## config.mk

```make
export PLATFORM = sky130hd
export DESIGN_NAME = bht_update_ctrl
export DESIGN_NICKNAME = d
export VERILOG_FILES = /design/src/rtl/bht_update_ctrl_pkg.sv /design/src/rtl/bht_upd_fifo.sv /design/src/rtl/bht_update_ctrl.sv
export SDC_FILE = /design/constraint.sdc
export NUM_CORES = 1
export LEC_CHECK = 0
export CORE_MARGIN = 8
export CORE_UTILIZATION = 42
export CTS_CLUSTER_DIAMETER = 200
export DETAILED_ROUTE_END_ITERATION = 12
export PLACE_DENSITY = 0.85
export SYNTH_ARGS = -nofsm -noshare
export SYNTH_HDL_FRONTEND = slang
export SYNTH_SLANG_ARGS = --single-unit
```

## constraint.sdc

```tcl
create_clock -name clk_i -period 6.4 [get_ports clk_i]
set_input_delay 0.64 -clock clk_i [delete_from_list [all_inputs] [get_ports clk_i]]
set_output_delay 0.64 -clock clk_i [all_outputs]
set_load 0.01 [all_outputs]
```

## src/rtl/bht_update_ctrl_pkg.sv

```systemverilog
// Shared types and index helpers for the branch history table write path.
package bht_update_ctrl_pkg;

    localparam int unsigned BHT_INSTR_PER_FETCH = 2;
    localparam int unsigned BHT_VLEN            = 64;
    localparam int unsigned BHT_NR_ENTRIES      = 1024;
    localparam int unsigned BHT_NR_ROWS         = BHT_NR_ENTRIES / BHT_INSTR_PER_FETCH;
    localparam int unsigned BHT_ROW_BITS        = $clog2(BHT_NR_ROWS);
    localparam int unsigned BHT_COL_BITS        = $clog2(BHT_INSTR_PER_FETCH);

    typedef enum logic {
        ST_SWEEP = 1'b0,
        ST_IDLE  = 1'b1
    } bht_state_e;

    typedef struct packed {
        logic                           valid;
        logic [BHT_ROW_BITS-1:0]        row;
        logic [BHT_INSTR_PER_FETCH-1:0] mask;
        logic                           data;
    } bht_wr_t;

    // Row index: the pc bits just above the column field (pc[0] is never part of an index).
    function automatic logic [BHT_ROW_BITS-1:0] bht_row_idx(input logic [BHT_VLEN-1:0] pc);
        return BHT_ROW_BITS'(pc >> (BHT_COL_BITS + 1));
    endfunction

    function automatic logic [BHT_COL_BITS-1:0] bht_col_idx(input logic [BHT_VLEN-1:0] pc);
        return BHT_COL_BITS'(pc >> 1);
    endfunction

endpackage

```

## src/rtl/bht_upd_fifo.sv

```systemverilog
// Small FIFO with synchronous reset/clear and full/empty flags.
module bht_upd_fifo #(
    parameter int unsigned WIDTH = 10,
    parameter int unsigned DEPTH = 4
) (
    input  logic             i_clk,
    input  logic             i_rst,
    input  logic             i_clr,
    input  logic             i_push,
    input  logic [WIDTH-1:0] i_data,
    input  logic             i_pop,
    output logic [WIDTH-1:0] o_data,
    output logic             o_full,
    output logic             o_empty
);

    localparam int unsigned PTR_W = $clog2(DEPTH);
    localparam int unsigned CNT_W = PTR_W + 1;

    logic [WIDTH-1:0] r_mem [DEPTH];
    logic [PTR_W-1:0] r_wr_ptr;
    logic [PTR_W-1:0] r_rd_ptr;
    logic [CNT_W-1:0] r_count;
    logic             w_do_push;
    logic             w_do_pop;

    assign w_do_push = i_push && !o_full;
    assign w_do_pop  = i_pop && !o_empty;
    assign o_full    = (r_count == CNT_W'(DEPTH));
    assign o_empty   = (r_count == '0);
    assign o_data    = r_mem[r_rd_ptr];

    always_ff @(posedge i_clk) begin
        if (i_rst || i_clr) begin
            r_wr_ptr <= '0;
            r_rd_ptr <= '0;
            r_count  <= '0;
        end else begin
            if (w_do_push) r_wr_ptr <= r_wr_ptr + PTR_W'(1);
            if (w_do_pop)  r_rd_ptr <= r_rd_ptr + PTR_W'(1);
            r_count <= r_count + CNT_W'(w_do_push) - CNT_W'(w_do_pop);
        end
    end

    // Storage needs no reset; pointers define what is live.
    always_ff @(posedge i_clk) begin
        if (w_do_push) r_mem[r_wr_ptr] <= i_data;
    end

endmodule

```

## src/rtl/bht_update_ctrl.sv

```systemverilog
// Sequences BHT valid-array writes: row sweep on reset/flush, queued updates, invalidates.
module bht_update_ctrl
    import bht_update_ctrl_pkg::*;
#(
    parameter int unsigned NR_ENTRIES      = BHT_NR_ENTRIES,
    parameter int unsigned INSTR_PER_FETCH = BHT_INSTR_PER_FETCH,
    parameter int unsigned FIFO_DEPTH      = 4,
    parameter int unsigned VLEN            = BHT_VLEN,
    localparam int unsigned NR_ROWS        = NR_ENTRIES / INSTR_PER_FETCH,
    localparam int unsigned ROW_BITS       = $clog2(NR_ROWS)
) (
    input  logic                       clk_i,
    input  logic                       rst_i,
    input  logic                       flush_i,
    input  logic                       debug_mode_i,
    input  logic                       upd_valid_i,
    input  logic [VLEN-1:0]            upd_pc_i,
    output logic                       upd_ready_o,
    input  logic                       inv_valid_i,
    input  logic [VLEN-1:0]            inv_pc_i,
    output logic                       inv_ready_o,
    output logic                       bht_wr_valid_o,
    output logic [ROW_BITS-1:0]        bht_wr_row_o,
    output logic [INSTR_PER_FETCH-1:0] bht_wr_mask_o,
    output logic                       bht_wr_data_o,
    output logic                       pred_enable_o,
    output logic                       flush_done_o
);

    localparam int unsigned COL_BITS = $clog2(INSTR_PER_FETCH);
    localparam int unsigned ENT_W    = ROW_BITS + COL_BITS;

    bht_state_e          r_state, w_state_nxt;
    logic [ROW_BITS-1:0] r_cnt, w_cnt_nxt;
    logic                r_rr_inv, w_rr_inv_nxt;

    logic                w_push, w_pop, w_full, w_empty;
    logic [ENT_W-1:0]    w_push_ent, w_head;
    logic [ROW_BITS-1:0] w_upd_row, w_inv_row, w_head_row;
    logic [COL_BITS-1:0] w_upd_col, w_inv_col, w_head_col;

    bht_wr_t             w_wr;
    logic                w_upd_ready, w_inv_ready, w_pred_en, w_flush_done;

    assign w_upd_row  = ROW_BITS'(bht_row_idx(upd_pc_i));
    assign w_upd_col  = COL_BITS'(bht_col_idx(upd_pc_i));
    assign w_inv_row  = ROW_BITS'(bht_row_idx(inv_pc_i));
    assign w_inv_col  = COL_BITS'(bht_col_idx(inv_pc_i));
    assign w_push_ent = {w_upd_row, w_upd_col};
    assign w_head_row = w_head[ENT_W-1:COL_BITS];
    assign w_head_col = w_head[COL_BITS-1:0];

    bht_upd_fifo #(
        .WIDTH (ENT_W),
        .DEPTH (FIFO_DEPTH)
    ) u_fifo (
        .i_clk   (clk_i),
        .i_rst   (rst_i),
        .i_clr   (flush_i),
        .i_push  (w_push),
        .i_data  (w_push_ent),
        .i_pop   (w_pop),
        .o_data  (w_head),
        .o_full  (w_full),
        .o_empty (w_empty)
    );

    always_ff @(posedge clk_i) begin
        if (rst_i) begin
            r_state  <= ST_SWEEP;
            r_cnt    <= '0;
            r_rr_inv <= 1'b0;
        end else begin
            r_state  <= w_state_nxt;
            r_cnt    <= w_cnt_nxt;
            r_rr_inv <= w_rr_inv_nxt;
        end
    end

    // Next state, sweep counter, arbitration and the single table write port.
    always_comb begin
        w_state_nxt  = r_state;
        w_cnt_nxt    = r_cnt;
        w_rr_inv_nxt = r_rr_inv;
        w_wr         = '0;
        w_upd_ready  = 1'b0;
        w_inv_ready  = 1'b0;
        w_pred_en    = 1'b0;
        w_flush_done = 1'b0;
        w_push       = 1'b0;
        w_pop        = 1'b0;

        if (!rst_i) begin
            case (r_state)
                ST_SWEEP: begin
                    w_wr.valid = 1'b1;
                    w_wr.row   = r_cnt;
                    w_wr.mask  = '1;
                    w_cnt_nxt  = r_cnt + ROW_BITS'(1);
                    if (r_cnt == ROW_BITS'(NR_ROWS - 1)) begin
                        w_state_nxt  = ST_IDLE;
                        w_flush_done = !flush_i;
                    end
                end
                ST_IDLE: begin
                    w_pred_en   = 1'b1;
                    w_upd_ready = !w_full;
                    w_push      = upd_valid_i && !w_full && !debug_mode_i && !flush_i;
                    if (!flush_i) begin
                        if (inv_valid_i && (w_empty || r_rr_inv)) begin
                            w_inv_ready = 1'b1;
                            w_wr.valid  = 1'b1;
                            w_wr.row    = w_inv_row;
                            w_wr.mask   = INSTR_PER_FETCH'(1) << w_inv_col;
                        end else if (!w_empty) begin
                            w_pop      = 1'b1;
                            w_wr.valid = 1'b1;
                            w_wr.row   = w_head_row;
                            w_wr.mask  = INSTR_PER_FETCH'(1) << w_head_col;
                            w_wr.data  = 1'b1;
                        end
                        if (inv_valid_i && !w_empty) w_rr_inv_nxt = !r_rr_inv;
                    end
                end
                default: w_state_nxt = ST_SWEEP;
            endcase

            if (flush_i) begin
                w_state_nxt = ST_SWEEP;
                w_cnt_nxt   = '0;
            end
        end
    end

    assign bht_wr_valid_o = w_wr.valid;
    assign bht_wr_row_o   = w_wr.row;
    assign bht_wr_mask_o  = w_wr.mask;
    assign bht_wr_data_o  = w_wr.data;
    assign upd_ready_o    = w_upd_ready;
    assign inv_ready_o    = w_inv_ready;
    assign pred_enable_o  = w_pred_en;
    assign flush_done_o   = w_flush_done;

endmodule
```

==> out/summary.txt, run 1 <==
Met3 Resource Use GR -> 4.41%
CTS max path bufs -> 2
Fillers -> 540
Leading cell type in the layout, fill and taps excluded -> clkdlybuf4s50_1
DR DRC count -> 0
Die Height -> 97.8 um
Startpoint Class -> input pin
Post-Synthesis Cells -> 223
# IOs -> 151
Min-delay worst type -> flop to flop
Min Hold Slack -> 0.485 ns
Routed via count -> 2,026
Total core area -> 0.00664 mm2
GPL Wtd Cong -> 0.861
TritonCTS Buffers -> 9
Number of I/O port buffers -> 42
WL/cell -> 18.7 um
Worst skew pair latency -> 0.35 ns
Global-route wire length before repair -> 10.6 mm
Synth Register Bits -> 60
Total global routing track utilization -> 14.3%
Synth Area per Inst -> 12.6 um2
Pleak -> 1.07 nW
Sequential area share after synthesis -> 57.0%
Post-layout min period -> 3.74 ns
PostCTS Resize Cnt -> 0
Share of layout cells above drive strength 1 -> 10.8%
R2R Setup Slk -> 3.49 ns
EDFF count, synth -> 40
Final Core Density -> 52.1%
P per Cell Area -> 216 mW/mm2
Vias per cell -> 5.82
Mapped Area -> 0.00281 mm2
Critical path buffer and inverter count -> 2
Distinct cells, synth -> 37
Diode count -> 0
CTS Sinks -> 60
Max Cap Violations -> 0
Root Buffer -> clkbuf_8
Ys async rst share -> 0%
Status -> finished, final reports clean
Worst path depth -> 4
Final ANT Viol Nets -> 0
Final #Nets -> 406
CP max-delay cell -> clkdlybuf4s50_1
CTS tree -> yes
CTS hold repair buffers -> 0
Net Count, Synth -> 366
# H-tree levels -> 3
Largest stage delay on the critical path -> 0.65 ns
Req. time, crit path -> 5.76 ns
Starting Density -> 42.3%
Setup TNS -> 0 ns
Fin Clk Skew -> 0.00698 ns
Fmax -> 267 MHz
WS Path Type -> input pin to output pin
Total grt overflow -> 0
Vias in the first global route -> 2,142
Number of cells on the worst hold path -> 1
Layout area overhead -> 23.1%
Horiz. Die Dim -> 97.8 um
Delay-heaviest family, CP -> buffers and inverters
Met2 Usage GRT -> 23.5%
Final period util -> 58.5%
Worst Path Arrival -> 3.10 ns
Slew @ Worst Pin -> 0.861 ns
Endpoints failing setup -> 0
Slew Viols, Final -> 0
Max_slew headroom -> 42.5%
Post-DP HPWL -> 4.60 mm
Commonest cells after routing, fill and taps aside -> 42 x clkdlybuf4s50_1, 40 x edfxtp_1, 20 x dfxtp_1, 14 x nand4_1, 12 x nor2_1
Cell Rows -> 30
Worst-path fanout max -> 14
Iteration-0 DRC Markers -> 130
Clk pin slew, worst setup/hold paths -> 0.07 ns
Die area -> 0.00956 mm2
Largest net degree at the start of global routing -> 26
DRT Pass-1 Iters -> 4
GRT busiest layer -> met2
Top_reg_cell synth -> edfxtp_1
Total wire length -> 6.51 mm
Initial antenna violation count -> 0
Reg2Reg Depth -> 9
Post-CTS Setup Inserts -> 0
Final hold violations -> 0
CP cell instances -> clkdlybuf4s50_1 -> or3b_1 -> o311ai_0 -> clkdlybuf4s50_1
CP dominant cell by count -> clkdlybuf4s50_1
Crit. End Element -> output pin
RSZ-0062 raised after global routing -> no
Yosys warning count -> 0
Grt met1 use -> 16.0%
Maximum VDD drop -> 0.161 mV
flip-flops by register name, summed over array words and instances (netlist names), named ones only:
name,flops
r_state,1
r_rr_inv,1
r_cnt,9
u_fifo.r_rd_ptr,2
u_fifo.r_mem,40
u_fifo.r_wr_ptr,2
u_fifo.r_count,3
power by group:
group	switching (mW)	internal, mW
logic	0.0145	0.0189
registers	0.000806	0.413
clock network	0.161	0.141
total	0.176	0.573
worst reg2reg max path, cell delays in order (launching register included):
cell     delay (ns)
dfxtp_1        0.82
or3b_1         0.58
nor3_1         0.26
ha_1           0.16
inv_1          0.04
ha_1           0.19
fa_1           0.38
xnor2_1        0.18
xnor2_1        0.13
nor2_1         0.05
through the flow:
stage | total power [mW] | instance area, um2 | setup slack (ns) | std cells
6_report | 0.749 | 3460 | 2.66 | 348
5_1_grt | 0.770 | 3460 | 2.46 | 348
4_1_cts | 0.752 | 3460 | 2.68 | 348
3_5_place_dp | 0.455 | 3280 | 2.72 | 332
3_3_place_gp | 0.455 | 3280 | 2.71 | 332
2_1_floorplan | 0.431 | 2810 | 3.87 | 223
final cells by class:
cell class | instances | area (um2) | area share, %
clock buffers | 9 | 124 | 3.58
clock inverters | 7 | 52.6 | 1.52
inverters | 9 | 33.8 | 0.977
multi-input cells | 140 | 1120 | 32.3
flip-flops and latches | 60 | 1600 | 46.3
well taps | 80 | 100 | 2.89
repair buffers | 43 | 428 | 12.4
layer usage:
layer	up-vias	routed length, um
met5	-	0
met4	0	176
met3	17	299
met1	996	2710
li1	942	-
met2	71	3320
cells in the mapped netlist, types with 4 or more instances:
cell / number / area, um2
a31oi_1: 7 / 43.8
ha_1: 8 / 100
edfxtp_1: 40 / 1200
nand4_1: 14 / 87.6
nand2_1: 7 / 26.3
clkbuf_1: 9 / 33.8
inv_1: 9 / 33.8
nor3_1: 5 / 25.0
or3_1: 4 / 25.0
o31ai_1: 4 / 30.0
and2_1: 8 / 50.1
nand2b_1: 8 / 50.1
mux4_2: 10 / 225
nor2b_1: 4 / 25.0
o2111ai_1: 8 / 70.1
nor2_1: 12 / 45.0
o21ai_0: 4 / 20.0
dfxtp_1: 20 / 400
a21oi_1: 9 / 45.0
worst paths after layout:
check / start / to
setup reg to reg: r_state / u_fifo.r_count[2]
setup / recovery: rst_i / bht_wr_row_o[0]
hold / removal: u_fifo.r_rd_ptr[1] / u_fifo.r_rd_ptr[1]
hold reg to reg: u_fifo.r_rd_ptr[1] / u_fifo.r_rd_ptr[1]
kinds of logic (layout without fill, tap and decap cells):
logic type	count (synthesis)	in the layout	synth area share [%]
flip-flops	60	60	57.0
buffers and inverters	23	68	3.16
AO/OA/AOI/OAI	36	36	8.78
multiplexers	13	13	9.09
adder cells (fa/ha/maj)	9	9	4.28
AND/OR/NAND/NOR	76	76	15.8
XOR/XNOR	6	6	1.87
Note: power is estimated with default switching activity, not from simulation.
==> run 2: changes to the inputs <==
CORE_UTILIZATION = 35   (was 42)
PLACE_DENSITY = 0.76   (was 0.85)
clock period = 3.1 ns   (was 6.4 ns; I/O delays follow)
==> out/summary.txt, run 2 (synthesized netlist as in run 1, its figures left out) <==
Status -> finished, final reports clean
Register share of total power -> 56.4% (+1.1 points)
CTS Sinks -> 60 (unchanged)
Die area -> 0.0111 mm2 (+17%)
Final period util -> 92.3%
Fin Clk Skew -> 0.0141 ns (+0.00708 ns)
Layout area overhead -> 27.3%
Initial antenna violation count -> 0 (unchanged)
Post-CTS Setup Inserts -> 0 (unchanged)
Slew @ Worst Pin -> 0.546 ns (-0.315 ns)
CTS max path bufs -> 2 (unchanged)
Final Core Density -> 46.0% (-6.0 points)
Cell Rows -> 32 (+6.7%)
FF/Latch Area -> 0.00160 mm2 (unchanged)
Total core area -> 0.00777 mm2 (+17%)
Worst-path fanout max -> 7 (-7)
Crit. End Element -> output pin
Post-layout min period -> 2.86 ns
Pleak -> 1.14 nW (+6.0%)
Vias in the first global route -> 2,034 (-5.0%)
Final hold violations -> 0 (unchanged)
Fmax -> 349 MHz
TritonCTS Buffers -> 9 (unchanged)
Routed via count -> 2,033 (+0.35%)
Req. time, crit path -> 2.79 ns (-2.97 ns)
Max_slew headroom -> 63.2% (+21 points)
Biggest register -> u_fifo.r_mem
Final #Nets -> 419 (+3.2%)
Reg2Reg Depth -> 9 (unchanged)
Fillers -> 727 (+35%)
Min-delay worst type -> flop to flop
Startpoint Class -> flop
GPL Wtd Cong -> 0.838 (-2.6%)
P per Cell Area -> 423 mW/mm2 (+96%)
Leading cell type in the layout, fill and taps excluded -> clkdlybuf4s50_1
Horiz. Die Dim -> 106 um (+8.0%)
Number of cells on the worst hold path -> 1 (unchanged)
Combinational Power Share -> 4.8% (+0.3 points)
CTS tree -> yes
Multi-input logic area -> 0.00112 mm2 (unchanged)
Diode count -> 0 (unchanged)
WL/cell -> 16.6 um (-11%)
Switching Share -> 21.9% (-1.6 points)
DRT Pass-1 Iters -> 4 (unchanged)
Total global routing track utilization -> 11.8% (-2.5 points)
Slew Viols, Final -> 0 (unchanged)
R2R Setup Slk -> 0.56 ns (-2.93 ns)
Vias per cell -> 5.31 (-8.8%)
Max Cap Violations -> 0 (unchanged)
Clk pwr share -> 38.8% (-1.5 points)
Total wire length -> 6.36 mm (-2.3%)
Final ANT Viol Nets -> 0 (unchanged)
WS Path Type -> flop to output pin
DR DRC count -> 0 (unchanged)
Worst Path Arrival -> 2.55 ns (-0.55 ns)
Number of I/O port buffers -> 42 (unchanged)
Worst skew pair latency -> 0.34 ns (about the same)
Die Height -> 106 um (+8.0%)
CTS hold repair buffers -> 0 (unchanged)
Maximum VDD drop -> 0.249 mV (+55%)
Post-DP HPWL -> 4.63 mm (+0.54%)
Starting Density -> 36.2% (-6.1 points)
Largest regs -> u_fifo.r_mem x40, r_cnt x9, u_fifo.r_count x3
Setup TNS -> 0 ns (unchanged)
Share of layout cells above drive strength 1 -> 14.6% (+3.8 points)
RSZ-0062 raised after global routing -> no
PostCTS Resize Cnt -> 0 (unchanged)
# IOs -> 151 (unchanged)
Max reg flops -> 40 (unchanged)
Pint -> 1.18 mW (+110%)
Root Buffer -> clkbuf_8
P_sw -> 0.331 mW (+88%)
# H-tree levels -> 3 (unchanged)
Endpoints failing setup -> 0 (unchanged)
Clk pin slew, worst setup/hold paths -> 0.07 ns (about the same)
Total grt overflow -> 0 (unchanged)
Commonest cells after routing, fill and taps aside -> 42 x clkdlybuf4s50_1, 40 x edfxtp_1, 20 x dfxtp_1, 14 x nand4_1, 14 x buf_4
Global-route wire length before repair -> 10.3 mm (-2.0%)
Iteration-0 DRC Markers -> 104 (-20%)
Largest net degree at the start of global routing -> 17 (-35%)
## run 2: changes by cell type in the layout (fill, tap and decap cells not counted), sizes merged
cell | before | now
clkinv | 3 | 2
clkbuf | 9 | 10
buf | 1 | 14
## run 2: cell type report
class | count | share of cell area [%]
repair buffers | 56 | 14.7
clock buffers | 10 | 3.57
flip-flops and latches | 60 | 44.8
well taps | 102 | 3.57
multi-input cells | 140 | 31.3
inverters | 9 | 0.945
clock inverters | 6 | 1.12
## run 2: critical path: stages, from the launching register on
cell and delay [ns]:
dfxtp_1 0.38, nor3_1 0.44, o21ai_0 0.31, o311ai_0 0.45, clkdlybuf4s50_1 0.64
## run 2: through the flow
step | cell area, um2 | cells | hold slack (ns) | total power [mW] | setup slack, ns
after global routing | 3570 | 383 | 0.479 | 1.57 | 0.0607
after detailed placement | 3410 | 367 | 0.447 | 0.944 | 0.255
after global placement | 3410 | 367 | 0.441 | 0.942 | 0.292
after CTS | 3570 | 383 | 0.457 | 1.53 | 0.264
after floorplan | 2810 | 223 | 0.409 | 0.890 | 0.610
final | 3570 | 383 | 0.461 | 1.51 | 0.238
## run 2: final timing paths
path | end | start
worst min-delay path | u_fifo.r_rd_ptr[1] | u_fifo.r_rd_ptr[1]
worst max register to register | u_fifo.r_count[2] | r_state
worst min register to register | u_fifo.r_rd_ptr[1] | u_fifo.r_rd_ptr[1]
worst max-delay path | bht_wr_row_o[0] | u_fifo.r_count[1]
## run 2: metal layers
layer / GRT usage, % / wire [um]
met1: 14.0 / 2780
met2: 18.4 / 2970
met3: 5.24 / 517
met5: 0 / 0
met4: 4.42 / 82
## run 2: power by group through the flow
stage / logic, mW / clock network (mW) / registers, mW
6_report: 0.0726 / 0.587 / 0.854
3_5_place_dp: 0.0721 / 0 / 0.872
3_3_place_gp: 0.0706 / 0 / 0.872
5_1_grt: 0.0785 / 0.638 / 0.854
2_1_floorplan: 0.0184 / 0 / 0.872
4_1_cts: 0.0726 / 0.602 / 0.854
==> run 3: changes to the inputs <==
CORE_UTILIZATION = 39   (was 35)
PLACE_DENSITY = 0.8   (was 0.76)
clock period = 2.75 ns   (was 3.1 ns; I/O delays follow)
==> out/summary.txt, run 3 (synthesized netlist as in run 1, its figures left out) <==
Startpoint Class -> flop
Slew Viols, Final -> 0 (unchanged)
CTS tree -> yes
Status -> finished, final reports clean
HP Start -> u_fifo.r_rd_ptr[1]
FF/Latch Area -> 0.00160 mm2 (unchanged)
Horiz. Die Dim -> 101 um (-4.5%)
Root Buffer -> clkbuf_8
DP Worst Slack -> 0.00364 ns (-0.251 ns)
Slack of the critical path -> 0.0949 ns (-0.143 ns)
Multi-input logic area -> 0.00112 mm2 (unchanged)
Reg2Reg Depth -> 9 (unchanged)
Endpoints failing setup -> 0 (unchanged)
Die Height -> 101 um (-4.5%)
Number of cells on the worst hold path -> 1 (unchanged)
Post-layout min period -> 2.66 ns
Worst skew pair latency -> 0.34 ns (about the same)
Fmax -> 377 MHz
Total global routing track utilization -> 13.1% (+1.4 points)
Cell Rows -> 31 (-3.1%)
Global-route wire length before repair -> 9.99 mm (-3.4%)
Total core area -> 0.00710 mm2 (-8.6%)
Final period util -> 96.6%
Share of layout cells above drive strength 1 -> 17.0% (+2.4 points)
P per Cell Area -> 497 mW/mm2 (+17%)
Clk pin slew, worst setup/hold paths -> 0.07 ns (about the same)
Reg-to-Reg End -> u_fifo.r_count[2]
Vias in the first global route -> 2,039 (+0.25%)
Largest net degree at the start of global routing -> 25 (+8)
GPL Wtd Cong -> 0.808 (-3.6%)
WL/cell -> 16.3 um (-1.8%)
Initial antenna violation count -> 0 (unchanged)
Layout area overhead -> 29.8%
Pleak -> 1.19 nW (+4.6%)
DRT Pass-1 Iters -> 4 (unchanged)
Req. time, crit path -> 2.48 ns (-0.31 ns)
Diode count -> 0 (unchanged)
Total grt overflow -> 0 (unchanged)
FF-to-FF Start -> r_rr_inv
Die area -> 0.0102 mm2 (-8.7%)
Worst Path Arrival -> 2.38 ns (-0.17 ns)
Routed via count -> 2,003 (-1.5%)
Final ANT Viol Nets -> 0 (unchanged)
DR DRC count -> 0 (unchanged)
Crit. End Element -> output pin
Fillers -> 593 (-18%)
CTS max path bufs -> 2 (unchanged)
Largest regs -> u_fifo.r_mem x40, r_cnt x9, u_fifo.r_count x3
CTS Sinks -> 60 (unchanged)
Maximum VDD drop -> 0.394 mV (+58%)
Vias per cell -> 5.18 (-2.5%)
Biggest register -> u_fifo.r_mem
TritonCTS Buffers -> 9 (unchanged)
R2R Setup Slk -> 0.38 ns (-0.18 ns)
Total wire length -> 6.31 mm (-0.76%)
WS Path Type -> flop to output pin
Post-CTS Setup Inserts -> 0 (unchanged)
Final Power -> 1.81 mW (+20%)
Final hold violations -> 0 (unchanged)
Slew @ Worst Pin -> 0.487 ns (-0.0590 ns)
Number of I/O port buffers -> 42 (unchanged)
Worst-path fanout max -> 14 (+7)
Final #Nets -> 426 (+1.7%)
Max Cap Violations -> 0 (unchanged)
RSZ-0062 raised after global routing -> yes
# IOs -> 151 (unchanged)
Post-DP HPWL -> 4.59 mm (-0.84%)
Max reg flops -> 40 (unchanged)
Leading cell type in the layout, fill and taps excluded -> clkdlybuf4s50_1
# H-tree levels -> 3 (unchanged)
Starting Density -> 39.6% (+3.4 points)
Max_slew headroom -> 67.1% (+3.9 points)
CTS hold repair buffers -> 0 (unchanged)
Min-delay worst type -> flop to flop
Fin Clk Skew -> 0.00892 ns (-0.00515 ns)
Commonest cells after routing, fill and taps aside -> 42 x clkdlybuf4s50_1, 40 x edfxtp_1, 21 x buf_4, 20 x dfxtp_1, 14 x nand4_1
Iteration-0 DRC Markers -> 67 (-36%)
==> run 3: worst max-delay path, cell delays in order, from the launching register on <==
cell	delay [ns]
dfxtp_1	0.62
o21ai_0	0.29
o311ai_0	0.49
clkdlybuf4s50_1	0.64
==> run 3: stage by stage <==
step / utilization [%] / hold WS (ns) / instances / instance area (um2) / setup TNS [ns]
2_1_floorplan: - / 0.374 / 223 / 2810 / 0
3_3_place_gp: 48.7 / 0.439 / 371 / 3460 / 0
3_5_place_dp: 48.7 / 0.444 / 371 / 3460 / 0
4_1_cts: 51.4 / 0.460 / 387 / 3650 / 0
5_1_grt: 51.4 / 0.501 / 387 / 3650 / -0.124
6_report: 51.4 / 0.460 / 387 / 3650 / 0
==> run 3: metal layers <==
metal	GRT usage (%)	up-vias	part of all wire (%)
met4	8.60	0	1.9
met3	3.38	10	5.6
met1	15.5	956	44
met2	20.7	54	49
li1	-	983	-
met5	0	-	0
==> run 3: report_power, final <==
part | internal, mW | leakage, nW | switching (mW) | total [mW]
clock network | 0.413 | 0.0926 | 0.352 | 0.765
registers | 0.961 | 0.521 | 0.00168 | 0.963
logic | 0.0496 | 0.575 | 0.0361 | 0.0857
==> run 3: repair_timing <==
action | in CTS | in global routing
resized for setup | 0 | 0
endpoints found under the setup margin | 0 | 2
hold endpoints to repair | 0 | 0
==> run 3: how the worst max path moves through the flow <==
stage                                 start                end  cells past startpoint
after floorplan           u_fifo.r_count[1]  u_fifo.r_count[2]                     10
after global placement              flush_i  u_fifo.r_count[2]                     10
after detailed placement            flush_i  u_fifo.r_count[2]                     10
after CTS                 u_fifo.r_count[1]    bht_wr_row_o[0]                      4
after global routing      u_fifo.r_count[1]    bht_wr_row_o[4]                      4
final                              r_rr_inv    bht_wr_row_o[4]                      3
==> run 3: layout make-up <==
| class | instances | share of cell area, % |
|---|---|---|
| clock buffers | 9 | 3.40 |
| clock inverters | 7 | 1.85 |
| inverters | 9 | 0.926 |
| multi-input cells | 140 | 30.7 |
| flip-flops and latches | 60 | 43.9 |
| well taps | 99 | 3.40 |
| repair buffers | 63 | 15.8 |
